$ cat config.mk
export PLATFORM = sky130hd
export DESIGN_NAME = ifmap_read_ctrl
export DESIGN_NICKNAME = d
export VERILOG_FILES = /design/src/rtl/ifmap_read_ctrl.sv
export SDC_FILE = /design/constraint.sdc
export NUM_CORES = 1
export LEC_CHECK = 0
export ABC_AREA = 1
export CAP_MARGIN = 0
export CORE_MARGIN = 2
export CORE_UTILIZATION = 42
export CTS_CLUSTER_DIAMETER = 60
export DETAILED_ROUTE_END_ITERATION = 10
export GPL_ROUTABILITY_DRIVEN = 0
export HOLD_SLACK_MARGIN = 0.12
export SLEW_MARGIN = 20
export SYNTH_ARGS = -nofsm -noshare
export SYNTH_HDL_FRONTEND = slang
export SYNTH_SLANG_ARGS = --single-unit
$ cat constraint.sdc
create_clock -name clk -period 8.6 [get_ports clk]
set_input_delay 1.72 -clock clk [delete_from_list [all_inputs] [get_ports clk]]
set_output_delay 1.72 -clock clk [all_outputs]
set_load 0.02 [all_outputs]
$ cat src/rtl/ifmap_read_ctrl.sv
// Read-side controller for the ifmap double buffer: walks the fx/fy/ox/oy
// convolution window for each bank and hands the bank back via a switch handshake.
module ifmap_read_ctrl #(
  parameter int ADDR_W = 8,
  parameter int CNT_W  = 4
) (
  input  logic              clk,
  input  logic              rst,
  input  logic              config_en,
  input  logic [CNT_W-1:0]  cfg_in_w,
  input  logic [CNT_W-1:0]  cfg_ox,
  input  logic [CNT_W-1:0]  cfg_oy,
  input  logic [CNT_W-1:0]  cfg_fx,
  input  logic [CNT_W-1:0]  cfg_fy,
  input  logic [CNT_W-1:0]  cfg_num_banks,
  input  logic [1:0]        cfg_stride,
  output logic              config_done,
  output logic              ready_to_switch,
  input  logic              switch,
  output logic              ren,
  input  logic              rready,
  output logic [ADDR_W-1:0] raddr,
  output logic              last_read,
  output logic              done
);

  typedef enum logic [1:0] {IDLE, WAIT_SWITCH, READ, DONE} state_t;

  state_t state_q, state_d;
  logic [CNT_W-1:0] in_w_q, in_w_d, ox_b_q, ox_b_d, oy_b_q, oy_b_d;
  logic [CNT_W-1:0] fx_b_q, fx_b_d, fy_b_q, fy_b_d, banks_q, banks_d;
  logic [1:0]       stride_q, stride_d;
  logic [CNT_W-1:0] fx_q, fx_d, fy_q, fy_d, ox_q, ox_d, oy_q, oy_d;
  logic [CNT_W-1:0] bank_q, bank_d, bank_inc;
  logic             config_done_q, config_done_d;
  logic             fx_last, fy_last, ox_last, oy_last, all_last;

  // A zero bound would make the window empty; it is read as a single step.
  function automatic logic [CNT_W-1:0] nz(input logic [CNT_W-1:0] v);
    nz = (v == {CNT_W{1'b0}}) ? CNT_W'(1) : v;
  endfunction

  assign fx_last  = (fx_q == fx_b_q - CNT_W'(1));
  assign fy_last  = (fy_q == fy_b_q - CNT_W'(1));
  assign ox_last  = (ox_q == ox_b_q - CNT_W'(1));
  assign oy_last  = (oy_q == oy_b_q - CNT_W'(1));
  assign all_last = fx_last && fy_last && ox_last && oy_last;
  assign bank_inc = bank_q + CNT_W'(1);

  always_comb begin
    state_d       = state_q;
    in_w_d        = in_w_q;
    ox_b_d        = ox_b_q;
    oy_b_d        = oy_b_q;
    fx_b_d        = fx_b_q;
    fy_b_d        = fy_b_q;
    banks_d       = banks_q;
    stride_d      = stride_q;
    fx_d          = fx_q;
    fy_d          = fy_q;
    ox_d          = ox_q;
    oy_d          = oy_q;
    bank_d        = bank_q;
    config_done_d = 1'b0;
    case (state_q)
      IDLE, DONE: begin
        if (config_en) begin
          in_w_d        = nz(cfg_in_w);
          ox_b_d        = nz(cfg_ox);
          oy_b_d        = nz(cfg_oy);
          fx_b_d        = nz(cfg_fx);
          fy_b_d        = nz(cfg_fy);
          banks_d       = nz(cfg_num_banks);
          stride_d      = (cfg_stride == 2'd0) ? 2'd1 : cfg_stride;
          fx_d          = {CNT_W{1'b0}};
          fy_d          = {CNT_W{1'b0}};
          ox_d          = {CNT_W{1'b0}};
          oy_d          = {CNT_W{1'b0}};
          bank_d        = {CNT_W{1'b0}};
          config_done_d = 1'b1;
          state_d       = WAIT_SWITCH;
        end else begin
          state_d = state_q;
        end
      end
      WAIT_SWITCH: begin
        if (switch) begin
          fx_d    = {CNT_W{1'b0}};
          fy_d    = {CNT_W{1'b0}};
          ox_d    = {CNT_W{1'b0}};
          oy_d    = {CNT_W{1'b0}};
          state_d = READ;
        end else begin
          state_d = WAIT_SWITCH;
        end
      end
      READ: begin
        if (rready) begin
          // Nested carry: fx innermost, oy outermost.
          if (fx_last) begin
            fx_d = {CNT_W{1'b0}};
            if (fy_last) begin
              fy_d = {CNT_W{1'b0}};
              if (ox_last) begin
                ox_d = {CNT_W{1'b0}};
                if (oy_last) begin
                  oy_d = {CNT_W{1'b0}};
                end else begin
                  oy_d = oy_q + CNT_W'(1);
                end
              end else begin
                ox_d = ox_q + CNT_W'(1);
              end
            end else begin
              fy_d = fy_q + CNT_W'(1);
            end
          end else begin
            fx_d = fx_q + CNT_W'(1);
          end
          if (all_last) begin
            bank_d  = bank_inc;
            state_d = (bank_inc == banks_q) ? DONE : WAIT_SWITCH;
          end else begin
            state_d = READ;
          end
        end else begin
          state_d = READ;
        end
      end
      default: state_d = IDLE;
    endcase
  end

  always_ff @(posedge clk) begin
    if (rst) begin
      state_q       <= IDLE;
      in_w_q        <= {CNT_W{1'b0}};
      ox_b_q        <= {CNT_W{1'b0}};
      oy_b_q        <= {CNT_W{1'b0}};
      fx_b_q        <= {CNT_W{1'b0}};
      fy_b_q        <= {CNT_W{1'b0}};
      banks_q       <= {CNT_W{1'b0}};
      stride_q      <= 2'd0;
      fx_q          <= {CNT_W{1'b0}};
      fy_q          <= {CNT_W{1'b0}};
      ox_q          <= {CNT_W{1'b0}};
      oy_q          <= {CNT_W{1'b0}};
      bank_q        <= {CNT_W{1'b0}};
      config_done_q <= 1'b0;
    end else begin
      state_q       <= state_d;
      in_w_q        <= in_w_d;
      ox_b_q        <= ox_b_d;
      oy_b_q        <= oy_b_d;
      fx_b_q        <= fx_b_d;
      fy_b_q        <= fy_b_d;
      banks_q       <= banks_d;
      stride_q      <= stride_d;
      fx_q          <= fx_d;
      fy_q          <= fy_d;
      ox_q          <= ox_d;
      oy_q          <= oy_d;
      bank_q        <= bank_d;
      config_done_q <= config_done_d;
    end
  end

  assign ren             = (state_q == READ);
  assign ready_to_switch = (state_q == WAIT_SWITCH);
  assign done            = (state_q == DONE);
  assign last_read       = ren && all_last;
  assign config_done     = config_done_q;

  // Arithmetic is carried out at ADDR_W bits so the result wraps modulo the buffer size.
  always_comb begin
    if (state_q == READ) begin
      raddr = (ADDR_W'(oy_q) * ADDR_W'(stride_q) + ADDR_W'(fy_q)) * ADDR_W'(in_w_q)
            + ADDR_W'(ox_q) * ADDR_W'(stride_q) + ADDR_W'(fx_q);
    end else begin
      raddr = {ADDR_W{1'b0}};
    end
  end

endmodule

Word-level counts from Yosys, hierarchy flattened
Index checks and enable logic that the tools add are counted.
{"block": "totals", "romBits": 0, "reg_bits": 49, "output_inout_bits": 13, "mem_count": 0, "input_bits": 31, "latchBits": 0, "ramBits": 0, "wordCells": 104}
{"block": "classes", "mux": 38, "multipliers": 3, "n_reduce_logical": 21, "bitwise_logic": 1, "n_addsub": 12, "magnitude_cmp": 0, "n_div": 0, "shifts": 0, "n_eq_ne": 15}
{"operator": "$mux 4", "n": 24}
{"operator": "$pmux 4 s3", "n": 4}
{"operator": "$logic_not 4->1", "n": 6}
{"operator": "$add 4x1->4 const B", "n": 5}
{"operator": "$eq 4x4->1", "n": 5}
{"operator": "$sub 4x1->4 const B", "n": 4}
{"operator": "$mul 4x2->6", "n": 2}
{"operator": "$mux 2", "n": 6}
{"operator": "$ne 2x1->1 const B", "n": 6}
{"operator": "$add 8x4->8", "n": 1}
{"operator": "$add 8x6->8", "n": 1}
{"operator": "$mul 7x4->8", "n": 1}
{"operator": "$mux 8", "n": 1}
{"operator": "$pmux 4 s2", "n": 1}
{"operator": "$reduce_and 4->1", "n": 2}
{"operator": "$add 6x4->7", "n": 1}
{"operator": "$pmux 2 s3", "n": 1}
{"operator": "$reduce_and 6->1", "n": 1}
{"operator": "$reduce_and 5->1", "n": 1}
{"operator": "$eq 2x2->1 const B", "n": 2}
{"operator": "$logic_and 1x1->1", "n": 4}
{"operator": "$logic_not 2->1", "n": 2}
{"operator": "$reduce_or 2->1", "n": 2}
{"operator": "$reduce_and 3->1", "n": 1}
{"operator": "6 further kinds", "n": 6}

Depth between registers and ports, before layout
{"block": "depth", "depth_word": 8, "depth_mapped": 25}

Worst setup path before layout
OpenSTA, ideal clock, no wires.
{"block": "synth_timing", "kind": "register to output", "from": "reg stride_q[1]", "to": "out raddr[7]", "arrival_ps": 5593, "n_path_buf": 1, "slack_ps": 1287, "required_time_ps": 6880, "stages_incl_launch_ff": 23, "path_cell_list": "dfxtp_1 > clkbuf_1 > nand2_1 > fa_1 > inv_1 > ha_1 > inv_1 > fa_1 > or2_2 > fa_1 > fa_1 > fa_1 > inv_1 > fa_1 > fa_1 > nand3_1 > nand2_1 > nand2_1 > nand2_1 > a21oi_1 > xor2_1 > a21oi_1 > nor2_1"}
{"block": "synth_between", "elab_chain_cells": 6, "word_cells_on_any_way": 7, "cone_classes": "add/sub (3); mul (3); mux (1)"}
{"element": "start: declaration", "line": "32", "rtl": "logic [1:0] stride_q, stride_d;"}
{"element": "start signal: assignment", "line": "158", "rtl": "stride_q <= stride_d;"}
{"element": "$mul 4x2->6", "line": "177", "rtl": "raddr = (ADDR_W'(oy_q) * ADDR_W'(stride_q) + ADDR_W'(fy_q)) * ADDR_W'(in_w_q)"}
{"element": "$add 6x4->7", "line": "177"}
{"element": "$mul 7x4->8", "line": "177"}
{"element": "$add 8x6->8 (*)", "line": "178", "rtl": "+ ADDR_W'(ox_q) * ADDR_W'(stride_q) + ADDR_W'(fx_q);"}
{"element": "$add 8x4->8 (*)", "line": "178"}
{"element": "$mux 8 (*)", "line": "176", "rtl": "if (state_q == READ) begin"}
{"element": "end: declaration", "line": "22", "rtl": "output logic [ADDR_W-1:0] raddr,"}
Mark *: on every way between the ends. The rest lies on a longest branch, timed or not.

Final worst setup path
Same ends and word-level chain as after synthesis.

==> summary.txt <==
Area of the multi-input gates: 2540 µm²
Unrepaired setup endpoints after global routing: false
Die H: 102 µm
Run status: complete, no violations
Worst EP arrival: 6.47 ns
Num CTS Buffers: 5
Setup_tns: 0 ns
Critical Path Sink Type: output pin
Most frequent cells after synthesis: nand2_1 (141), inv_1 (110), nor2_1 (67)
Total wire length: 8740 µm
Final ANT Viol Nets: 0
Seq/Total Area, Yosys: 24.6%
Mapped cell area: 4000 µm²
Max Transition Viols Final: 0
I/O pin count: 44
Ys async rst share: 0%
Site row count: 35
Clock slew at reported path FFs: 0.10 ns
CORE AREA: 9240 µm²
Global route overflow: 0
GRT Util Overall: 18.4%
Synthesized area per cell: 6.86 µm²
MaxCap Viol Count: 0
IO Port Bufs: 43
Bufs on Longest Clock Path: 2
Hold Vio Cnt, Final: 0
Ranking of synthesized cells by area: dfxtp_1 (25%), nand2_1 (13%), ha_1 (12%)
CTS tree: built
HPWL Detailed: 7000 µm
Full die area: 10300 µm²
FF/Latch Area: 981 µm²
Remaining DRCs: 0
Fin util: 50.5%
Largest net degree at the start of global routing: 37
Cell taking the most area after synthesis: dfxtp_1
Design area: 4660 µm²
Ant. Diodes: 0
Initial antenna violation count: 0
Die width: 102 µm
Worst slew margin: 48.8%
Main flop type after synthesis: dfxtp_1
First-pass GRT wire length: 15200 µm
Worst EP required: 6.88 ns
Avg WL per Cell: 11.6 µm
Hold WS: 0.478 ns
# setup viols final: 0
Yosys top cell area share: 24.6%
Initial core utilization: 43.2%
Via/cell ratio: 4.71
Peak VDD IR: 0.0695 mV
Pwr Density: 136 nW/µm²
FMAX: 122 MHz
Vias in the first global route: 3424
Vias after detailed routing: 3538
Synth Net Count: 671
H-tree Lvls: 2
Final period util: 95.3%
Placed cell area: 4550 µm²
Post-CTS Hold Fix Bufs: 0
Skew-Pair Late Insertion Delay: 0.31 ns
Post-layout minimum cycle time: 8.19 ns
Syn Inst Count: 582
Iteration-0 DRC Markers: 108
Setup Skew: 0.0181 ns
Number of synthesized flops with an enable pin: 0
Most common cell in the netlist: nand2_1
CP Max Fanout: 9
Post_cts resized: 0
Nets: 710
Yosys cell types: 32
Number of fill cells: 924
Layout cells sized above 1: 3.70%
Synth warn: 0
Leakage power: 2.37 nW
HP Class: flop to flop
Worst slew pin tran: 0.766 ns
Post-CTS setup buffers: 0
Clk sink count: 49
Area Growth Syn to Fin: 16.8%
Root buf cell: clkbuf_8
Setup crit start kind: flop
Drt first pass iters: 4
WS Path Type: flop to output pin
Yosys reg bits: 49
[worst paths after layout]
path	start	to	slack (ns)	cells after the start
min	fx_b_q[3]	fx_b_q[3]	0.48	2
max reg2reg	state_q[0]	ox_q[3]	6.41	14
min reg2reg	fx_b_q[3]	fx_b_q[3]	0.48	2
max	stride_q[1]	raddr[7]	0.41	22
[report_power, final]
group | switching, W | internal [W]
clock | 0.0000833 | 0.0000873
sequential | 0.0000237 | 0.000250
combinational | 0.000112 | 0.0000773
total | 0.000219 | 0.000415
[critical path, stage by stage, from the launching register on]
cell,delay [ns]
dfxtp_1,0.49
nand2_1,0.13
fa_1,0.52
inv_1,0.04
ha_1,0.20
inv_1,0.07
fa_1,0.45
or2_2,0.33
fa_1,0.50
fa_1,0.44
fa_1,0.54
inv_1,0.05
fa_1,0.50
fa_1,0.48
nand3_1,0.12
nand2_1,0.06
nand2_1,0.07
nand2_1,0.05
a21oi_1,0.14
xor2_1,0.21
a21oi_1,0.06
nor2_1,0.10
clkdlybuf4s50_1,0.60
[flip-flops by register name (all words and copies together) (netlist names), 2 cells and up]
register and count:
ox_q 4, ox_b_q 4, fy_b_q 4, stride_q 2
fx_b_q 4, fy_q 4, banks_q 4, in_w_q 4
state_q 2, fx_q 4, oy_b_q 4, oy_q 4
bank_q 4
[per-stage QoR]
step,setup slack (ns),total power [W],std cells
global route,0.0311,0.000679,751
floorplan,1.29,0.000413,582
finish,0.406,0.000634,751
CTS,0.357,0.000640,751
detailed placement,0.718,0.000469,743
global placement,0.852,0.000466,743
[kinds of logic (layout without fill, tap and decap cells)]
family,after synthesis,count (layout),share of synthesized area [%]
flip-flops,49,49,24.6
adder cells (fa/ha/maj),58,58,22.1
AND/OR/NAND/NOR,262,262,26.9
AO/OA/AOI/OAI,68,68,10.2
buffers and inverters,125,165,11.9
XOR/XNOR,20,20,4.38
[final cells by class]
type	instances	share of cell area [%]
well taps	129	3.46
clock inverters	3	0.939
multi-input cells	408	54.5
repair buffers	46	9.71
inverters	111	8.93
clock buffers	5	1.48
flip-flops and latches	49	21.0
[cell usage in the layout, fill, tap and decap left out, types with 7 or more instances in the layout]
cell and n:
a211oi_1 7, a21oi_1 32, clkdlybuf4s50_1 43, dfxtp_1 49, fa_1 21, ha_1 37, inv_1 110, nand2_1 141
nand3_1 33, nor2_1 67, nor3_1 8, o21ai_0 16, xor2_1 14
[routing by layer]
metal	part of all wire, %	track usage [%]	wire length (µm)	vias up
li1	-	-	-	1884
met4	0.74	3.33	65	0
met5	0	0	0	-
met3	3.5	2.48	304	7
met1	48	24.3	4230	1586
met2	47	32.2	4140	61
Note: power is estimated with default switching activity, not from simulation.
